`config.mk`:
```
export PLATFORM = sky130hd
export DESIGN_NAME = draw_block_row_flat
export DESIGN_NICKNAME = d
export VERILOG_FILES = /design/src/rtl/draw_block_row_pkg.sv /design/src/rtl/draw_block_row_if.sv /design/src/rtl/block_offset_counter.sv /design/src/rtl/draw_block_row.sv /design/src/flat_wrapper.sv
export SDC_FILE = /design/constraint.sdc
export NUM_CORES = 1
export LEC_CHECK = 0
export BUFFER_PORTS_ARGS = -buffer_cell sky130_fd_sc_hd__buf_4
export CAP_MARGIN = 20
export CORE_MARGIN = 5
export CORE_UTILIZATION = 50
export DETAILED_ROUTE_END_ITERATION = 8
export PLACE_DENSITY = 0.73
export SLEW_MARGIN = 15
export SYNTH_ARGS = -nofsm -noshare
export SYNTH_HDL_FRONTEND = slang
export SYNTH_SLANG_ARGS = --single-unit
```
`constraint.sdc`:
```
create_clock -name clk -period 2.6 [get_ports clk]
set_input_delay 0.13 -clock clk [delete_from_list [all_inputs] [get_ports clk]]
set_output_delay 0.13 -clock clk [all_outputs]
set_load 0.02 [all_outputs]
```
`src/rtl/draw_block_row_pkg.sv`:
```
// Shared constants, FSM encoding and width clamping for the block-row painter.
package draw_block_row_pkg;

   localparam int BLOCK_PX  = 4;
   localparam int SCREEN_W  = 160;
   localparam int SCREEN_H  = 120;
   localparam int MAX_WIDTH = 8;

   typedef enum logic [1:0] {
      ST_IDLE = 2'd0,
      ST_DRAW = 2'd1,
      ST_DONE = 2'd2
   } state_t;

   // A zero-width request still paints one block; oversize requests saturate.
   function automatic logic [3:0] clamp_width(input logic [3:0] width, input int max_w);
      if (width == 4'd0) begin
         return 4'd1;
      end else if (int'(width) > max_w) begin
         return 4'(max_w);
      end else begin
         return width;
      end
   endfunction

endpackage

```
`src/rtl/draw_block_row_if.sv`:
```
// Request/pixel bundle between a row requester and the painter.
interface draw_block_row_if;

   logic       start;
   logic [7:0] x_in;
   logic [6:0] y_in;
   logic [2:0] colour_in;
   logic [3:0] width_in;
   logic [7:0] vga_x;
   logic [6:0] vga_y;
   logic [2:0] vga_colour;
   logic       plot;
   logic       busy;
   logic       done;

   modport master (
      output start, x_in, y_in, colour_in, width_in,
      input  vga_x, vga_y, vga_colour, plot, busy, done
   );

   modport slave (
      input  start, x_in, y_in, colour_in, width_in,
      output vga_x, vga_y, vga_colour, plot, busy, done
   );

endinterface

```
`src/rtl/block_offset_counter.sv`:
```
// Raster offset generator: cx sweeps 0..limit-1, ry advances when cx wraps.
module block_offset_counter #(
   parameter int BLOCK_PX = 4,
   parameter int CX_W     = 6,
   parameter int RY_W     = 2
) (
   input  logic            clk,
   input  logic            resetn,
   input  logic            clear,
   input  logic            step,
   input  logic [CX_W-1:0] limit,
   output logic [CX_W-1:0] cx,
   output logic [RY_W-1:0] ry,
   output logic            last
);

   logic row_end;

   assign row_end = (cx == limit - CX_W'(1));
   assign last    = row_end && (ry == RY_W'(BLOCK_PX - 1));

   // Column offset is the inner loop; row offset wraps after the final block row.
   always_ff @(posedge clk) begin
      if (!resetn) begin
         cx <= '0;
         ry <= '0;
      end else if (clear) begin
         cx <= '0;
         ry <= '0;
      end else if (step) begin
         if (row_end) begin
            cx <= '0;
            ry <= last ? '0 : ry + RY_W'(1);
         end else begin
            cx <= cx + CX_W'(1);
         end
      end
   end

endmodule

```
`src/rtl/draw_block_row.sv`:
```
// Paints one row of square blocks into a VGA adapter, one pixel per cycle.
//
//   state   | meaning
//   --------+-----------------------------------------------------------
//   IDLE    | waiting for start; request fields latched on accept
//   DRAW    | stepping the offset counter, one pixel presented per cycle
//   DONE    | single cycle after the last pixel; emits the done pulse
//
// All outputs are registered one cycle behind the state/counters, so the
// visible busy window spans the N pixels plus the done cycle.
module draw_block_row #(
   parameter int BLOCK_PX  = draw_block_row_pkg::BLOCK_PX,
   parameter int SCREEN_W  = draw_block_row_pkg::SCREEN_W,
   parameter int MAX_WIDTH = draw_block_row_pkg::MAX_WIDTH
) (
   input  logic                    clk,
   input  logic                    resetn,
   draw_block_row_if.slave         bus
);

   import draw_block_row_pkg::*;

   localparam int CX_W = $clog2(MAX_WIDTH * BLOCK_PX + 1);
   localparam int RY_W = (BLOCK_PX > 1) ? $clog2(BLOCK_PX) : 1;

   state_t state;
   state_t state_next;

   logic            latch;
   logic            clear;
   logic            step;
   logic            last;

   logic [7:0]      x_lat;
   logic [6:0]      y_lat;
   logic [2:0]      colour_lat;
   logic [3:0]      w_lat;

   logic [CX_W-1:0] limit;
   logic [CX_W-1:0] cx;
   logic [RY_W-1:0] ry;

   logic [8:0]      x_sum;
   logic [7:0]      y_sum;
   logic            on_screen;

   logic [7:0]      vga_x_q;
   logic [6:0]      vga_y_q;
   logic [2:0]      vga_colour_q;
   logic            plot_q;
   logic            busy_q;
   logic            done_q;

   assign limit = CX_W'(w_lat) * CX_W'(BLOCK_PX);

   // x is summed at 9 bits so a row running past x=255 is still seen as off-screen.
   assign x_sum     = {1'b0, x_lat} + 9'(cx);
   assign y_sum     = {1'b0, y_lat} + 8'(ry);
   assign on_screen = (x_sum < 9'(SCREEN_W)) && (y_sum < 8'(SCREEN_H));

   block_offset_counter #(
      .BLOCK_PX (BLOCK_PX),
      .CX_W     (CX_W),
      .RY_W     (RY_W)
   ) u_offset (
      .clk    (clk),
      .resetn (resetn),
      .clear  (clear),
      .step   (step),
      .limit  (limit),
      .cx     (cx),
      .ry     (ry),
      .last   (last)
   );

   // State register.
   always_ff @(posedge clk) begin
      if (!resetn) begin
         state <= ST_IDLE;
      end else begin
         state <= state_next;
      end
   end

   // Next-state and counter control; start is only honoured in IDLE.
   always_comb begin
      state_next = state;
      latch      = 1'b0;
      clear      = 1'b0;
      step       = 1'b0;
      case (state)
         ST_IDLE: begin
            if (bus.start) begin
               latch      = 1'b1;
               clear      = 1'b1;
               state_next = ST_DRAW;
            end
         end
         ST_DRAW: begin
            step = 1'b1;
            if (last) begin
               state_next = ST_DONE;
            end
         end
         ST_DONE: begin
            state_next = ST_IDLE;
         end
         default: begin
            state_next = ST_IDLE;
         end
      endcase
   end

   // Request capture; later input changes cannot disturb the row in progress.
   always_ff @(posedge clk) begin
      if (!resetn) begin
         x_lat      <= '0;
         y_lat      <= '0;
         colour_lat <= '0;
         w_lat      <= '0;
      end else if (latch) begin
         x_lat      <= bus.x_in;
         y_lat      <= bus.y_in;
         colour_lat <= bus.colour_in;
         w_lat      <= clamp_width(bus.width_in, MAX_WIDTH);
      end
   end

   // Output stage: present the current pixel and the status flags one cycle later.
   always_ff @(posedge clk) begin
      if (!resetn) begin
         vga_x_q      <= '0;
         vga_y_q      <= '0;
         vga_colour_q <= '0;
         plot_q       <= 1'b0;
         busy_q       <= 1'b0;
         done_q       <= 1'b0;
      end else begin
         busy_q <= (state != ST_IDLE);
         done_q <= (state == ST_DONE);
         plot_q <= (state == ST_DRAW) && on_screen;
         if (state == ST_DRAW) begin
            vga_x_q      <= x_sum[7:0];
            vga_y_q      <= y_sum[6:0];
            vga_colour_q <= colour_lat;
         end
      end
   end

   assign bus.vga_x      = vga_x_q;
   assign bus.vga_y      = vga_y_q;
   assign bus.vga_colour = vga_colour_q;
   assign bus.plot       = plot_q;
   assign bus.busy       = busy_q;
   assign bus.done       = done_q;

endmodule
```
`src/flat_wrapper.sv`:
```
// flat-port wrapper written by rule: the top's interface ports become plain ports
module draw_block_row_flat import draw_block_row_pkg::*;
#(
   parameter int BLOCK_PX  = draw_block_row_pkg::BLOCK_PX,
   parameter int SCREEN_W  = draw_block_row_pkg::SCREEN_W,
   parameter int MAX_WIDTH = draw_block_row_pkg::MAX_WIDTH
)
  (clk, resetn, bus_start, bus_x_in, bus_y_in, bus_colour_in, bus_width_in, bus_vga_x, bus_vga_y, bus_vga_colour, bus_plot, bus_busy, bus_done);
  draw_block_row_if bus_i ();
  input  logic clk;
  input  logic resetn;
  input wire logic [$bits(bus_i.start)-1:0] bus_start;
  input wire logic [$bits(bus_i.x_in)-1:0] bus_x_in;
  input wire logic [$bits(bus_i.y_in)-1:0] bus_y_in;
  input wire logic [$bits(bus_i.colour_in)-1:0] bus_colour_in;
  input wire logic [$bits(bus_i.width_in)-1:0] bus_width_in;
  output wire logic [$bits(bus_i.vga_x)-1:0] bus_vga_x;
  output wire logic [$bits(bus_i.vga_y)-1:0] bus_vga_y;
  output wire logic [$bits(bus_i.vga_colour)-1:0] bus_vga_colour;
  output wire logic [$bits(bus_i.plot)-1:0] bus_plot;
  output wire logic [$bits(bus_i.busy)-1:0] bus_busy;
  output wire logic [$bits(bus_i.done)-1:0] bus_done;
  assign bus_i.start = bus_start;
  assign bus_i.x_in = bus_x_in;
  assign bus_i.y_in = bus_y_in;
  assign bus_i.colour_in = bus_colour_in;
  assign bus_i.width_in = bus_width_in;
  assign bus_vga_x = bus_i.vga_x;
  assign bus_vga_y = bus_i.vga_y;
  assign bus_vga_colour = bus_i.vga_colour;
  assign bus_plot = bus_i.plot;
  assign bus_busy = bus_i.busy;
  assign bus_done = bus_i.done;
  draw_block_row #(.BLOCK_PX(BLOCK_PX), .SCREEN_W(SCREEN_W), .MAX_WIDTH(MAX_WIDTH)) u_core (.clk(clk), .resetn(resetn), .bus(bus_i));
endmodule
```
==> results of run 1 <==
==> layout make-up <==
class	count	area (um2)	area share, %
clock buffers	5	68.8	2.40
clock inverters	3	46.3	1.62
inverters	9	33.8	1.18
multi-input cells	182	1230	42.8
flip-flops and latches	53	1060	37.0
well taps	54	67.6	2.36
repair buffers	48	360	12.6
==> sequential cells by signal, indices dropped and copies added (netlist names) <==
signal and count:
u_core.bus.busy 1, u_core.bus.done 1, u_core.bus.plot 1, u_core.bus.vga_colour 3
u_core.bus.vga_x 8, u_core.bus.vga_y 7, u_core.colour_lat 3, u_core.state 2
u_core.u_offset.cx 6, u_core.u_offset.ry 2, u_core.w_lat 4, u_core.x_lat 8
u_core.y_lat 7
==> per-layer routing <==
metal  vias to the layer above  track usage (%)
li1                        986                -
met1                       861             22.0
met2                        37             25.4
met3                         8             4.20
met4                         0             6.64
met5                         -                0
==> worst reg2reg max path, stage by stage (launching register included) <==
cell and delay [ns]:
dfxtp_1 0.40, ha_1 0.19, inv_1 0.06, fa_1 0.46, nor2b_1 0.24, nand4_1 0.14, xor2_1 0.16, a211oi_1 0.21
==> through the flow <==
step | std cells | hold WS (ns)
global route | 354 | 0.0140
floorplan | 253 | 0.251
finish | 354 | 0.0230
global placement | 346 | 0.339
CTS | 354 | 0.0167
detailed placement | 346 | 0.343
==> cell families (layout without fill, tap and decap cells) <==
group | count (synthesis) | in the layout | share of synthesized area (%)
and+or+nand+nor | 82 | 82 | 16.6
AOI/OAI and AO/OA | 67 | 67 | 20.1
muxes | 2 | 2 | 0.901
DFF | 53 | 53 | 45.0
adders and majority gates | 13 | 13 | 7.53
buffers and inverters | 18 | 65 | 3.18
xor gates and xnor gates | 18 | 18 | 6.68
==> power breakdown <==
| part | switching [mW] | internal (mW) | total (mW) |
|---|---|---|---|
| Combinational | 0.137 | 0.116 | 0.253 |
| Sequential | 0.0366 | 0.859 | 0.895 |
| Clock | 0.279 | 0.288 | 0.568 |
| Total | 0.453 | 1.26 | 1.72 |
==> worst paths after layout <==
path	start	to	slack, ns	cells after the start
hold / removal	bus_y_in[0]	u_core.y_lat[0]$_SDFFE_PN0P_	0.02	2
setup / recovery	u_core.u_offset.ry[0]$_SDFFE_PP0P_	u_core.bus.vga_y[6]$_SDFFE_PN0P_	0.67	7
hold reg to reg	u_core.bus.vga_x[3]$_SDFFE_PN0P_	u_core.bus.vga_x[3]$_SDFFE_PN0P_	0.46	2
setup reg to reg	u_core.u_offset.ry[0]$_SDFFE_PP0P_	u_core.bus.vga_y[6]$_SDFFE_PN0P_	0.67	7
==> cell usage after synthesis, drive strengths merged <==
library cell and count:
a211o 1, a211oi 8, a21o 2, a21oi 16
a22o 21, a22oi 1, a2bb2oi 1, a31o 1
a31oi 3, and3 2, buf 6, clkbuf 3
dfxtp 53, fa 2, ha 11, inv 9
mux2 1, mux2i 1, nand2 34, nand2b 2
nand3 5, nand4 4, nor2 22, nor2b 6
nor3 3, nor3b 1, nor4 1, o211ai 2
o21a 1, o21ai 10, or3 2, xnor2 10
xor2 8
==> flow_summary.ini, run 1 <==
[run_status]
status = finished, final reports clean

[place]
dp_slack_ns = 0.694
place_hpwl_um = 3550
placed_cell_area_um2 = 2750
gp_congestion = 0.806
port_buffers = 45

[worst_setup_path]
arrival_ns = 2.16
max_stage_delay_ns = 0.46
crit_family = adder cells
crit_required_ns = 2.83
crit_type = register to register
critical_path_buf_inv_count = 1
path_max_fanout = 4
start_kind = register
crit_path_end_kind = register
cp_slowest_cell = fa_1
cp_cell_sequence = ha_1, inv_1, fa_1, nor2b_1, nand4_1, xor2_1, a211oi_1

[drt]
antenna_left = 0
via_per_inst = 5.34
wl_met1_um = 2290
drc_errors = 0
drt-total-wl_um = 4890
dr_wl_met2_um = 2240
routed.top_layer = met4
drtPass1Iterations = 4
routed-via-count = 1892
wl_per_cell_um = 13.8
dr_wl_met3_um = 277
drtIter0Drc = 99

[final_layout]
n_fill_cell = 423
layout_commonest_cell = dfxtp_1
finalInstanceArea_um2 = 2860
n_antenna_cell = 0
drive_above_1_share_pct = 21.3
final_nets = 337
mostFrequentLayoutCells = dfxtp_1, buf_4, nand2_1
finish.utilization_pct = 61.4
area_delta_synth_final_pct = 21.4

[power_and_ir_drop]
power_mw = 1.72
powerDensity_nw_per_um2 = 599
power.leakage_nw = 1.22
peakVddDrop_uv = 263

[synth]
avgSynthCellArea_um2 = 9.33
yosysSeqAreaShare_pct = 45.0
synthDistinctLibCells = 37
synth_area_leaders = dfxtp_1, a22o_1, ha_1, nand2_1, xnor2_1
synth_nets = 291
syn_area_um2 = 2360
netlist.top_cell.by_area = dfxtp_1
ys_ff_latch = 53
postSynthCellCount = 253
synth.top_cell.area_share_pct = 45.0
ys_warn_count = 0

[timing]
setup_violations = 0
worstMarginPinSlew_ns = 0.758
fin_crit_sh_pct = 74.3
final.setup.tns_ns = 0
slew_viol_final = 0
fmax_ghz = 0.518
rsz0062_at_grt = no
clock_skew_ns = 0.00447
timing.slew.headroom_pct = 49.3
finalWorstSetupSlack_ns = 0.668
period_minus_slack_ns = 1.93
hold_viol = 0

[cts]
cts_root_buf = clkbuf_8
clock_latency_ns = 0.31
htree_num_levels = 2
cts_made_buffers = 5
ctsResizeCount = 0
cts_num_sinks = 53
clk_path_buf_depth = 2
post_cts_buffers = 0
tritoncts = done
ctsHoldBuffers = 0
cts.clk_slew.worst_paths_ns = 0.10

[global_route]
grt_pass1_vias = 1683
grt_max_degree = 28
antenna_found_initial = 0
grt_pass1_wl_um = 7930
grt_usage_pct = 16.5
gr-total-overflow = 0

[die]
die_width_um = 78.7
die-area_um2 = 6190
start_util_pct = 50.6
rows = 25
io-pin-count = 46
core_um2 = 4660
die_h_um = 78.7

[worst_hold_path]
hp-class = primary input to register

[flow_run]
maxCapViolCount = 0
Power figures use the tool's default switching activity.
==> inputs of run 2 (changes only) <==
- ABC_AREA: unset -> 1
- PLACE_DENSITY: 0.73 -> 0.76
- clock period: 2.6 -> 1.6 ns (I/O delays scaled with it)
==> flow_summary.ini, run 2 <==
[drt]
wl_per_cell_um = 12.3
antenna_left = 0
routed-via-count = 2254
drt-total-wl_um = 5750
via_per_inst = 4.84
drtIter0Drc = 86
drtPass1Iterations = 4
drc_errors = 0

[synth]
ys_async_sr_fraction_pct = 0
synth_edf_count = 0
synthFlopType = dfxtp_1
yosys.area_share.simple_pct = 23.5
synth_mux_area_share_pct = 0.401
postSynthCellCount = 343
synth_top_family_by_area = simple AND/OR/NAND/NOR gates
synthAdderAreaFrac_pct = 7.12
ys_ff_latch = 53
synth_xor_area_share_pct = 3.86
syn_area_um2 = 2500
synth.top_cell.area_share_pct = 42.5
synth_compound_area_share_pct = 13.9
synth_nets = 381
synth_common_cells = nor2_1, dfxtp_1, nand2_1, inv_1, o21ai_0
yosysSeqAreaShare_pct = 42.5
avgSynthCellArea_um2 = 7.28
yosysMostFrequentCell = nor2_1
ys_warn_count = 0
netlist.top_cell.by_area = dfxtp_1
synthDistinctLibCells = 27
synth_area_leaders = dfxtp_1, nor2_1, o21ai_0, nand2_1, inv_1

[power_and_ir_drop]
p_int_mw = 1.98
powerDensity_nw_per_um2 = 893
power_mw = 2.84
p_switching_mw = 0.852
combPwrFrac_pct = 20.6
power.leakage_nw = 1.49
pwr-share-clk_pct = 26.9
switching_share_pct = 30.0
seq_power_share_pct = 52.6
peakVddDrop_uv = 664

[final_layout]
drive_above_1_share_pct = 24.1
n_antenna_cell = 0
mostFrequentLayoutCells = nor2_1, buf_4, nand2_1
final_nets = 436
area_delta_synth_final_pct = 27.2
layout_commonest_cell = nor2_1

[global_route]
grt_pass1_wl_um = 9300
grt_max_degree = 37
grt_usage_pct = 18.3
antenna_found_initial = 0
gr-total-overflow = 0
grt_pass1_vias = 2137

[flow_run]
maxCapViolCount = 0

[timing]
setup_violations = 0
clock_skew_ns = 0.00949
timing.slew.headroom_pct = 80.2
hold_viol = 0
fmax_ghz = 0.632
hold-worst-slack_ns = 0.0112
slew_viol_final = 0
worstMarginPinSlew_ns = 0.297
period_minus_slack_ns = 1.58
fin_crit_sh_pct = 98.8

[worst_setup_path]
crit_required_ns = 1.82
start_kind = register
path_max_fanout = 3
arrival_ns = 1.80
crit_type = register to register
crit_path_end_kind = register

[cts]
clock_latency_ns = 0.31
clk_path_buf_depth = 2
cts_made_buffers = 5
tritoncts = done
htree_num_levels = 2
ctsHoldBuffers = 0
cts.clk_slew.worst_paths_ns = 0.10
cts_root_buf = clkbuf_8
cts_num_sinks = 53
post_cts_buffers = 0

[run_status]
status = finished, final reports clean

[die]
rows = 25
core_um2 = 4790
die_h_um = 80.7
io-pin-count = 46
start_util_pct = 52.2
die_width_um = 80.7
die-area_um2 = 6510

[place]
gp_congestion = 0.898
place_hpwl_um = 4080
port_buffers = 45

[worst_hold_path]
hp-class = primary input to register
==> run 2: changes by cell type in the layout (fill, tap and decap cells not counted), sizes merged, moves of 3 or more <==
cell	change
a211oi	-8
a21oi	+4
a22o	-21
a31oi	-3
buf	+11
inv	+36
nand2	+20
nand3	+10
nor2	+46
nor2b	-6
o21ai	+30
o22ai	+4
xnor2	-6
==> run 2: per-stage QoR <==
step | setup WS (ns) | cells | util (%) | TNS, ns | instance area (um2)
final | 0.0186 | 466 | 66.3 | 0 | 3170
after global routing | -0.0695 | 466 | 66.3 | -0.0930 | 3170
after CTS | 0.00457 | 466 | 64.1 | 0 | 3070
after detailed placement | -0.00567 | 458 | 62.1 | -0.00567 | 2970
after global placement | 0.0402 | 458 | 62.1 | 0 | 2970
after floorplan | 0.0372 | 343 | - | 0 | 2500
==> run 2: worst paths after layout <==
path | endpoint | cells after the start | from | slack [ns]
setup reg to reg | u_core.bus.plot$_SDFF_PN0_ | 9 | u_core.u_offset.ry[0]$_SDFFE_PP0P_ | 0.02
hold / removal | u_core.colour_lat[0]$_SDFFE_PN0P_ | 3 | bus_colour_in[0] | 0.01
hold reg to reg | u_core.bus.done$_SDFF_PN0_ | 1 | u_core.state[0]$_SDFFE_PN0P_ | 0.45
setup / recovery | u_core.bus.plot$_SDFF_PN0_ | 9 | u_core.u_offset.ry[0]$_SDFFE_PP0P_ | 0.02
==> run 2: cell type report <==
type	count	area [um2]
clock inverter	3	21.3
tap	67	83.8
multi-input combinational	235	1320
fill	431	1610
clock buffer	5	68.8
sequential	53	1070
inverter	44	165
timing repair buffer	59	443
==> run 2: what timing repair did <==
item | in CTS | in global routing
setup endpoints to repair | 1 | 14
pin swaps | 0 | 13
resized for setup | 2 | 25
==> run 2: per-layer routing <==
layer	GRT usage (%)	vias to the layer above	part of all wire, %
met5	0	-	0
met4	4.73	0	0.82
met3	4.71	5	4.2
met2	30.9	40	48
met1	23.1	1012	47
li1	-	1197	-
==> run 2: cell families (layout without fill, tap and decap cells) <==
kind of cell             Yosys count  after routing
multiplexers                       1              1
XOR/XNOR                          11             11
buffers and inverters             55            111
AND/OR/NAND/NOR                  143            143
flip-flops                        53             53
adder cells (fa/ha/maj)           13             13
AO/OA/AOI/OAI                     67             67
==> run 2: power by group through the flow <==
stage	sequential, mW	combinational (mW)	clock, mW
3_5_place_dp	1.51	0.562	0
2_1_floorplan	1.57	0.285	0
5_1_grt	1.50	0.653	0.838
3_3_place_gp	1.51	0.552	0
4_1_cts	1.48	0.566	0.777
6_report	1.49	0.583	0.762
==> run 2: critical path, cell delays in order, from the launching register on <==
cell      delay (ns)
dfxtp_2         0.36
ha_4            0.13
inv_1           0.04
fa_2            0.37
o21ai_2         0.14
nand2_1         0.09
nor2_1          0.11
nand3b_1        0.12
nand3_2         0.09
nor2_2          0.03
==> inputs of run 3 (changes only) <==
- CORE_UTILIZATION: 50 -> 45
- PLACE_DENSITY: 0.76 -> 0.69
==> flow_summary.ini, run 3 (synthesized netlist as in run 2, its figures left out) <==
[place]
place_hpwl_um = 4350
place_inst = 466
gp_congestion = 0.865
port_buffers = 45
dp_slack_ns = 0.0128
placed_cell_area_um2 = 3000

[final_layout]
final_nets = 443
finish.utilization_pct = 58.9
drive_above_1_share_pct = 24.9
area_delta_synth_final_pct = 28.4
finalInstanceArea_um2 = 3200
mostFrequentLayoutCells = buf_4, nor2_1, nand2_1
layout_commonest_cell = buf_4
n_antenna_cell = 0
n_fill_cell = 516
layout.cells.non_filler = 478

[power_and_ir_drop]
power_mw = 2.82
peakVddDrop_uv = 669
powerDensity_nw_per_um2 = 879
power.leakage_nw = 1.52

[worst_hold_path]
whs_path_depth = 3
min_to = u_core.x_lat[1]$_SDFFE_PN0P_
hp-class = primary input to register
hold_start = bus_x_in[1]

[die]
die-area_um2 = 7140
die_h_um = 84.5
start_util_pct = 45.9
rows = 27
die_width_um = 84.5
io-pin-count = 46
core_um2 = 5440

[worst_setup_path]
reg2reg_slack_ns = 0.03
regToRegStartpoint = u_core.u_offset.ry[0]$_SDFFE_PP0P_
reg2reg_to = u_core.bus.plot$_SDFF_PN0_
worst_path_most_repeated_cell = nor2_1
arrival_ns = 1.77
start_kind = register
crit_type = register to register
cp_cell_sequence = ha_2, inv_1, fa_2, o21ai_1, nand2_1, nor2_1, nand3b_1, nand3_1, nor2_1
critical_path_buf_inv_count = 1
cp_slowest_cell = fa_2
crit_required_ns = 1.80
r2r_cells = 9
crit_path_end_kind = register
crit_family = adder cells
max_stage_delay_ns = 0.35
path_max_fanout = 3

[drt]
via_per_inst = 4.85
antenna_left = 0
routed-via-count = 2317
drtPass1Iterations = 4
drc_errors = 0
drtIter0Drc = 135
dr_wl_met2_um = 2800
wl_met1_um = 2810
dr_wl_met3_um = 373
routed.top_layer = met4
wl_per_cell_um = 12.6
drt-total-wl_um = 6040

[timing]
hold-worst-slack_ns = 0.0220
setup_violations = 0
clock_skew_ns = 0.00762
fmax_ghz = 0.639
timing.slew.headroom_pct = 83.1
finalWorstSetupSlack_ns = 0.0343
final.setup.tns_ns = 0
period_minus_slack_ns = 1.57
hold_viol = 0
slew_viol_final = 0
worstMarginPinSlew_ns = 0.253
fin_crit_sh_pct = 97.9

[cts]
clk_path_buf_depth = 2
cts_num_sinks = 53
tritoncts = done
cts.clk_slew.worst_paths_ns = 0.09
cts_made_buffers = 5
cts_root_buf = clkbuf_8
clock_latency_ns = 0.30
ctsHoldBuffers = 0
htree_num_levels = 2

[run_status]
status = finished, final reports clean

[global_route]
gr-total-overflow = 0
grt_pass1_vias = 2110
grt_pass1_wl_um = 9760
grt_max_degree = 27
antenna_found_initial = 0
grt_usage_pct = 16.7

[flow_run]
maxCapViolCount = 0
run 3: layout make-up:
type	instances	area, um2	area share, %
Tap cell	72	90.1	2.81
Timing Repair Buffer	66	495	15.5
Multi-Input combinational cell	235	1300	40.7
Clock buffer	8	80.1	2.50
Inverter	44	165	5.15
Sequential cell	53	1070	33.4
run 3: layer usage:
metal	global-route usage [%]	vias up
met3	4.02	7
met4	4.75	0
met1	23.4	1044
li1	-	1208
met2	25.5	58
met5	0	-
run 3: report_power, final:
| part | internal (mW) | total, mW | switching [mW] |
|---|---|---|---|
| clock | 0.312 | 0.732 | 0.420 |
| combinational | 0.255 | 0.595 | 0.340 |
| sequential | 1.43 | 1.49 | 0.0614 |
| total | 1.99 | 2.82 | 0.822 |
run 3: timing repair:
| action | in CTS | in global routing |
|---|---|---|
| pin swaps | 0 | 12 |
| endpoints found under the setup margin | 1 | 17 |
| gates resized for setup | 4 | 23 |
| gates cloned | 0 | 0 |
| buffers inserted | 0 | 4 |
run 3: worst max-delay path by stage:
| stage | startpoint | end | slack (ns) | cells after the start |
|---|---|---|---|---|
| 2_1_floorplan | u_core.u_offset.ry[0]$_SDFFE_PP0P_ | u_core.bus.plot$_SDFF_PN0_ | 0.04 | 9 |
| 3_5_place_dp | u_core.w_lat[0]$_SDFFE_PN0P_ | u_core.u_offset.cx[5]$_SDFFE_PP0P_ | 0.01 | 10 |
| 3_3_place_gp | u_core.u_offset.ry[0]$_SDFFE_PP0P_ | u_core.bus.plot$_SDFF_PN0_ | 0.04 | 9 |
| 6_report | u_core.u_offset.ry[0]$_SDFFE_PP0P_ | u_core.bus.plot$_SDFF_PN0_ | 0.03 | 9 |
| 4_1_cts | u_core.w_lat[0]$_SDFFE_PN0P_ | u_core.u_offset.cx[5]$_SDFFE_PP0P_ | 0.001 | 10 |
| 5_1_grt | u_core.u_offset.cx[5]$_SDFFE_PP0P_ | u_core.bus.plot$_SDFF_PN0_ | -0.07 | 10 |
run 3: worst register-to-register path, stage by stage (launching register included):
cell,delay (ns)
dfxtp_2,0.34
ha_2,0.18
inv_1,0.05
fa_2,0.35
o21ai_1,0.14
nand2_1,0.08
nor2_1,0.09
nand3b_1,0.09
nand3_1,0.09
nor2_1,0.04
